### src/rtl/scan_sched_pkg.sv
// Package: scan_sched_pkg
// Shared definitions for the ping-pong scanner buffer scheduler:
//   - scan FSM state encoding
//   - default counter width, full depth and flush threshold
//   - buffer index constants
package scan_sched_pkg;

   localparam int unsigned CW_DEF           = 8;
   localparam int unsigned DEPTH_DEF        = 100;
   localparam int unsigned FLUSH_THRESH_DEF = 50;

   localparam int unsigned BUF0 = 0;
   localparam int unsigned BUF1 = 1;

   // S_WAITk means "waiting to fill buffer k".
   typedef enum logic [2:0] {
      S_IDLE  = 3'd0,
      S_FILL0 = 3'd1,
      S_FILL1 = 3'd2,
      S_WAIT0 = 3'd3,
      S_WAIT1 = 3'd4
   } scan_state_t;

   // One-hot fill enable implied by a scan state.
   function automatic logic [1:0] fill_onehot(input scan_state_t s);
      case (s)
         S_FILL0: fill_onehot = 2'b01;
         S_FILL1: fill_onehot = 2'b10;
         default: fill_onehot = 2'b00;
      endcase
   endfunction

endpackage

### src/rtl/xfer_rr_arb.sv
// Module: xfer_rr_arb
// Two-way round-robin arbiter for the single outbound transfer link.
// A grant is issued only while the link is idle and the host is ready, and is
// held until the granted buffer reports empty. The grant drops for at least one
// cycle before the next one, because a new grant is only considered while the
// registered grant is zero.
// Ports:
//   clk          in   clock, rising edge
//   rst          in   asynchronous active-high reset (rr_last -> 1)
//   i_ready[1:0] in   buffer k full and available for transfer
//   i_done[1:0]  in   buffer k count is zero
//   i_host_ready in   link can accept a new transfer
//   o_grant[1:0] out  registered one-hot grant
//   o_grant_nxt  out  value o_grant takes at the next edge
module xfer_rr_arb (
   input  logic       clk,
   input  logic       rst,
   input  logic [1:0] i_ready,
   input  logic [1:0] i_done,
   input  logic       i_host_ready,
   output logic [1:0] o_grant,
   output logic [1:0] o_grant_nxt
);

   logic [1:0] r_grant;
   logic       r_rr_last;
   logic [1:0] w_grant_nxt;
   logic       w_rr_last_nxt;

   // NOTE: every always_comb output gets a default first so no latch is inferred.
   always_comb begin
      w_grant_nxt   = r_grant;
      w_rr_last_nxt = r_rr_last;
      if (r_grant != 2'b00) begin
         // host_ready is ignored here: a running transfer is never revoked.
         if ((r_grant & i_done) != 2'b00) w_grant_nxt = 2'b00;
      end else if (i_host_ready) begin
         case (i_ready)
            2'b01: w_grant_nxt = 2'b01;
            2'b10: w_grant_nxt = 2'b10;
            2'b11: begin
               // Contention: serve the buffer not served last time.
               w_grant_nxt   = r_rr_last ? 2'b01 : 2'b10;
               w_rr_last_nxt = ~r_rr_last;
            end
            default: ;
         endcase
      end
   end

   // NOTE: sequential state uses non-blocking assignments only.
   always_ff @(posedge clk or posedge rst) begin
      if (rst) begin
         r_grant   <= 2'b00;
         r_rr_last <= 1'b1;
      end else begin
         r_grant   <= w_grant_nxt;
         r_rr_last <= w_rr_last_nxt;
      end
   end

   assign o_grant     = r_grant;
   assign o_grant_nxt = w_grant_nxt;

endmodule

### src/rtl/scan_buffer_sched.sv
// Module: scan_buffer_sched
// Controller for the dual ping-pong scanner buffers. Chooses which buffer is
// being filled, grants the outbound transfer link through xfer_rr_arb, and
// flushes the filling buffer when it fills while the other one is still
// largely occupied. All outputs are registered.
// Optional feature: define SCAN_SCHED_STATS_EN to add a saturating flush_cnt.
// Ports:
//   clk, rst          clock / asynchronous active-high reset
//   scan_req          level, scanning requested
//   host_ready        level, link can accept a new transfer
//   cnt0, cnt1 [CW]   buffer data counts
//   scan_en  [1:0]    one-hot fill enable
//   xfer_en  [1:0]    one-hot transfer grant
//   flush    [1:0]    one-cycle flush pulse
//   overrun           sticky flush indicator
//   busy              FSM not idle or link granted
//   flush_cnt [15:0]  (SCAN_SCHED_STATS_EN only) saturating flush count
module scan_buffer_sched
   import scan_sched_pkg::*;
#(
   parameter int unsigned CW           = CW_DEF,
   parameter int unsigned DEPTH        = DEPTH_DEF,
   parameter int unsigned FLUSH_THRESH = FLUSH_THRESH_DEF
) (
   input  logic          clk,
   input  logic          rst,
   input  logic          scan_req,
   input  logic          host_ready,
   input  logic [CW-1:0] cnt0,
   input  logic [CW-1:0] cnt1,
   output logic [1:0]    scan_en,
   output logic [1:0]    xfer_en,
   output logic [1:0]    flush,
   output logic          overrun,
   output logic          busy
`ifdef SCAN_SCHED_STATS_EN
   ,output logic [15:0]  flush_cnt
`endif
);

   localparam logic [CW-1:0] L_DEPTH  = CW'(DEPTH);
   localparam logic [CW-1:0] L_THRESH = CW'(FLUSH_THRESH);

   scan_state_t r_state, w_state_nxt;
   logic [1:0]  r_scan_en, r_flush;
   logic        r_overrun, r_busy;
   logic [1:0]  w_scan_nxt, w_flush_nxt;
   logic [1:0]  w_grant, w_grant_nxt, w_ready, w_done;

   // Owner/other selection for the FILL states, and target for the WAIT states.
   logic          w_fill_idx, w_wait_idx;
   logic [CW-1:0] w_cnt_own, w_cnt_oth, w_cnt_wait;
   logic          w_oth_free, w_wait_free;

   assign w_fill_idx  = (r_state == S_FILL1);
   assign w_wait_idx  = (r_state == S_WAIT1);
   assign w_cnt_own   = w_fill_idx ? cnt1 : cnt0;
   assign w_cnt_oth   = w_fill_idx ? cnt0 : cnt1;
   assign w_cnt_wait  = w_wait_idx ? cnt1 : cnt0;
   // A buffer may start filling only once it is empty and off the link.
   assign w_oth_free  = (w_cnt_oth == '0) && !(w_fill_idx ? w_grant[0] : w_grant[1]);
   assign w_wait_free = (w_cnt_wait == '0) && !(w_wait_idx ? w_grant[1] : w_grant[0]);

   always_comb begin
      w_state_nxt = r_state;
      w_flush_nxt = 2'b00;
      case (r_state)
         S_IDLE: if (scan_req) w_state_nxt = S_FILL0;
         S_FILL0, S_FILL1: begin
            // While the flush pulse is out the count has not cleared yet;
            // skip that cycle so the pulse stays one cycle wide.
            if (w_cnt_own >= L_DEPTH && !r_flush[w_fill_idx]) begin
               if (w_cnt_oth >= L_THRESH)
                  w_flush_nxt[w_fill_idx] = 1'b1;
               else if (w_oth_free)
                  w_state_nxt = !scan_req ? S_IDLE : (w_fill_idx ? S_FILL0 : S_FILL1);
               else
                  w_state_nxt = w_fill_idx ? S_WAIT0 : S_WAIT1;
            end
         end
         S_WAIT0, S_WAIT1: begin
            if (w_wait_free)
               w_state_nxt = !scan_req ? S_IDLE : (w_wait_idx ? S_FILL1 : S_FILL0);
         end
         default: w_state_nxt = S_IDLE;
      endcase
   end

   assign w_scan_nxt = fill_onehot(w_state_nxt);

   // Readiness looks at next-cycle scan/flush so a buffer handed off this edge
   // is granted in the same cycle the fill moves away, and never collides.
   assign w_ready[0] = (cnt0 >= L_DEPTH) && !w_scan_nxt[0] && !w_flush_nxt[0];
   assign w_ready[1] = (cnt1 >= L_DEPTH) && !w_scan_nxt[1] && !w_flush_nxt[1];
   assign w_done[0]  = (cnt0 == '0);
   assign w_done[1]  = (cnt1 == '0);

   xfer_rr_arb u_arb (
      .clk          (clk),
      .rst          (rst),
      .i_ready      (w_ready),
      .i_done       (w_done),
      .i_host_ready (host_ready),
      .o_grant      (w_grant),
      .o_grant_nxt  (w_grant_nxt)
   );

   always_ff @(posedge clk or posedge rst) begin
      if (rst) begin
         r_state   <= S_IDLE;
         r_scan_en <= 2'b00;
         r_flush   <= 2'b00;
         r_overrun <= 1'b0;
         r_busy    <= 1'b0;
      end else begin
         r_state   <= w_state_nxt;
         r_scan_en <= w_scan_nxt;
         r_flush   <= w_flush_nxt;
         r_overrun <= r_overrun | (|w_flush_nxt);
         r_busy    <= (w_state_nxt != S_IDLE) || (w_grant_nxt != 2'b00);
      end
   end

   assign scan_en = r_scan_en;
   assign xfer_en = w_grant;
   assign flush   = r_flush;
   assign overrun = r_overrun;
   assign busy    = r_busy;

`ifdef SCAN_SCHED_STATS_EN
   logic [15:0] r_flush_cnt;

   always_ff @(posedge clk or posedge rst) begin
      if (rst)
         r_flush_cnt <= 16'h0000;
      else if (|w_flush_nxt && r_flush_cnt != 16'hFFFF)
         r_flush_cnt <= r_flush_cnt + 16'h0001;
   end

   assign flush_cnt = r_flush_cnt;
`endif

endmodule

### config.mk
export PLATFORM = sky130hd
export DESIGN_NAME = scan_buffer_sched
export DESIGN_NICKNAME = d
export VERILOG_FILES = /design/src/rtl/scan_sched_pkg.sv /design/src/rtl/xfer_rr_arb.sv /design/src/rtl/scan_buffer_sched.sv
export SDC_FILE = /design/constraint.sdc
export NUM_CORES = 1
export LEC_CHECK = 0
export BUFFER_PORTS_ARGS = -buffer_cell sky130_fd_sc_hd__buf_2
export CORE_MARGIN = 10
export CORE_UTILIZATION = 53
export CTS_CLUSTER_SIZE = 10
export DETAILED_ROUTE_END_ITERATION = 16
export GPL_TIMING_DRIVEN = 0
export PLACE_DENSITY = 0.94
export SETUP_SLACK_MARGIN = 0.02
export SLEW_MARGIN = 20
export SYNTH_ARGS = -nofsm -noshare
export SYNTH_HDL_FRONTEND = slang
export SYNTH_SLANG_ARGS = --single-unit
### constraint.sdc
create_clock -name clk -period 3.5 [get_ports clk]
set_input_delay 0.7 -clock clk [delete_from_list [all_inputs] [get_ports clk]]
set_output_delay 0.7 -clock clk [all_outputs]
set_load 0.02 [all_outputs]
==> results.md <==
- # H-tree levels: 1
- CTS tree: yes
- GPL Wtd Cong: 0.8197
- Area share of the largest cell type after synthesis: 31.34%
- Status: complete, no violations
- Largest net degree at the start of global routing: 13
- CTS Hold Bufs: 0
- Worst skew pair latency: about 0.27 ns
- Top cells by area, synth: dfrtp_1 (31%), nor3_1 (5.1%), a211oi_4 (4.6%), or3_1 (3.6%), dfstp_2 (3.0%)
- Post-DR vias/cell: ~6.6
- DR iter-0 viols: 34
- Num rows: 14
- Largest family of logic cells by synthesized area: simple AND/OR/NAND/NOR gates
- Num ports: 28
- Synth area leader: dfrtp_1
- Die area: ~0.0037 mm^2
- VDD IR max: 0.0003870 V
- Crit Path Max Fanout: 6
- Postcts setup bufs: 0
- Mux cell area share after synthesis: 1.140%
- Post-synth EDFFs: 0
- First-pass GRT wire length: 3719 um
- Gr usage total: between 10% and 20%
- Worst setup EP type: register
- Hold Crit Class: in -> async
- Most common cell in the synthesized netlist: dfrtp_1
- Initial core utilization: between 50% and 60%
- Netlist Area Pre-Place: around 880 um^2
- Synth cell types: 42
- Total CTS buffers: 3
- Clock Sinks: 12
- Fin. max-slew vios: 0
- Fmax: 0.3701 GHz
- Total Routed Length: 2301 um
- Max Cap Viol: 0
- Seq/Total Area, Yosys: 34.33%
- RSZ-0062 raised after global routing: no
- Placed Cells: 133
- WS Path Type: in -> reg
- Clock skew: 0.001811 ns
- Most instantiated cells after synthesis: dfrtp_1 (11), nor3_1 (9), nand2_1 (7), nor2_1 (7)
- # resized after CTS: 0
- First-pass DRT Iterations: 4
- Chip height: 60.71 um
- ANT cells: 0
- Pre-CTS setup slack: 0.5194 ns
- Clock tree buffer depth: 2
- DP Wirelength: 1955 um
- IO Port Bufs: 27
- Gr ovfl total: 0
- Final hold violation count: 0
- Setup TNS: 0 ns
- Slew margin rel.: 58.75%
- Synthesized Nets: 110
- Remaining DRCs: 0
- Synth Area in Adders: 2.422%
- Layout cells sized above 1: 35.54%
- PwrDens: 607.1 mW/mm^2
- Top FF cell, synth: dfrtp_1
- Critical Path RT: 3.64 ns
- Xor/xnor share of the synthesized area: 0.9972%
- Compound-Gate Fraction of Synth Area: 28.49%
- Minimum hold slack: 0.4214 ns
- # setup viols final: 0
- Post-synthesis simple-gate area fraction: a little under a third
- Tightest Pin Transition: 0.6130 ns
- Leakage: 0.4490 nW
- Period utilization: 77.20%
- Floorplan core area: 0.001541 mm^2
- Critical path launch point type: primary input
- Critical Path AT: 2.84 ns
- Via count: 898
- Vias in the first global route: 894
- Yosys warns: 0
- Root Buffer Master: clkbuf_4
- Async S/R FF share, synth: 100.0%
- Yosys reg bits: 12
- Slack of the critical path: 0.7979 ns
- Post-synthesis cell count: 90
- Nets: between 100 and 150
- Clock transition at the registers of the reported paths: 0.07 ns
- Min cycle time layout: 2.702 ns
- Die width: 60.71 um
- Detail Route Antenna Nets: 0
- Drt wl/cell: 16.80 um
- P&R area growth vs syn: 21.80%
- Antenna violations before repair: 0
- Syn avg cell area: 9.759 um^2
- Total chip power: 649.4 uW
- Final Non-Filler Cells: 137
## logic make-up (layout without fill, tap and decap cells)
group	count (synthesis)	in the layout
flip-flops	12	12
AO/OA/AOI/OAI	25	25
adder cells (fa/ha/maj)	2	2
multiplexers	1	1
XOR/XNOR	1	1
buffers and inverters	5	36
AND/OR/NAND/NOR	44	44
## final cells by class
type,instances,area (um^2)
Inverter,5,18.77
Timing Repair Buffer,27,135.1
Tap cell,16,20.02
Fill cell,125,471.7
Sequential cell,12,301.5
Multi-Input combinational cell,73,558.0
Clock buffer,4,36.28
## worst paths after layout
kind	from	endpoint	slack, ns	cells past startpoint
worst max-delay path	cnt1[1]	busy	0.80	8
worst min-delay path	rst	scan_en[1]	0.42	2
worst max register to register	r_state[1]	u_arb.o_grant[1]	0.83	7
worst min register to register	overrun	overrun	0.48	1
max in group asynchronous	rst	u_arb.r_rr_last	2.74	2
min in group clk	overrun	overrun	0.48	1
## report_power, final
group	leakage, nW	internal, mW	switching, mW	total, mW
clock	0.0210	0.0632	0.0446	0.108
sequential	0.139	0.184	0.0580	0.242
combinational	0.289	0.128	0.171	0.300
## flip-flops by register name, indices dropped and copies added, names as in the netlist
| register | cells |
|---|---|
| busy | 1 |
| flush | 2 |
| overrun | 1 |
| r_state | 3 |
| scan_en | 2 |
| u_arb.o_grant | 2 |
| u_arb.r_rr_last | 1 |
## layout by cell type, fill, tap and decap left out, drive strengths merged
cell type	instances
or4b	1
o311a	2
o211ai	2
a221o	1
dfstp	1
buf	27
nand2	7
xnor2	1
a21oi	2
mux2i	1
nor2	8
clkbuf	4
inv	5
nor3	9
nor4	3
a41o	1
o31ai	1
and2	1
a311oi	1
a211o	1
or4	2
o2111ai	1
or2b	1
o2bb2ai	1
nor3b	2
a221oi	1
nor4b	2
dfrtp	11
a31oi	1
o21a	1
or3	5
a2111oi	1
a22o	1
nor2b	3
o21ai	2
a32oi	1
maj3	2
a211oi	2
a32o	1
a21o	1
## metrics by stage
step | cell area, um^2 | utilization [%]
CTS | 1070 | 69.40
floorplan | 878.3 | -
global placement | 1033 | 67.05
detailed placement | 1033 | 67.05
finish | 1070 | 69.40
global route | 1070 | 69.40
## routing by layer
| metal | track usage, % | wire (um) | up-vias |
|---|---|---|---|
| met3 | 3.967 | 197 | 9 |
| li1 | - | - | 422 |
| met4 | 3.762 | 36 | 0 |
| met1 | 13.80 | 884 | 427 |
| met2 | 22.56 | 1183 | 40 |
| met5 | 0 | 0 | - |
## critical path: stages
cell and delay [ns]:
buf_2 0.10, or3_1 0.39, nor4_1 0.54, a221o_1 0.30, a211oi_4 0.07, nor2_4 0.19, nand2_1 0.07, or4b_1 0.47
(Power assumes the default switching activity.)
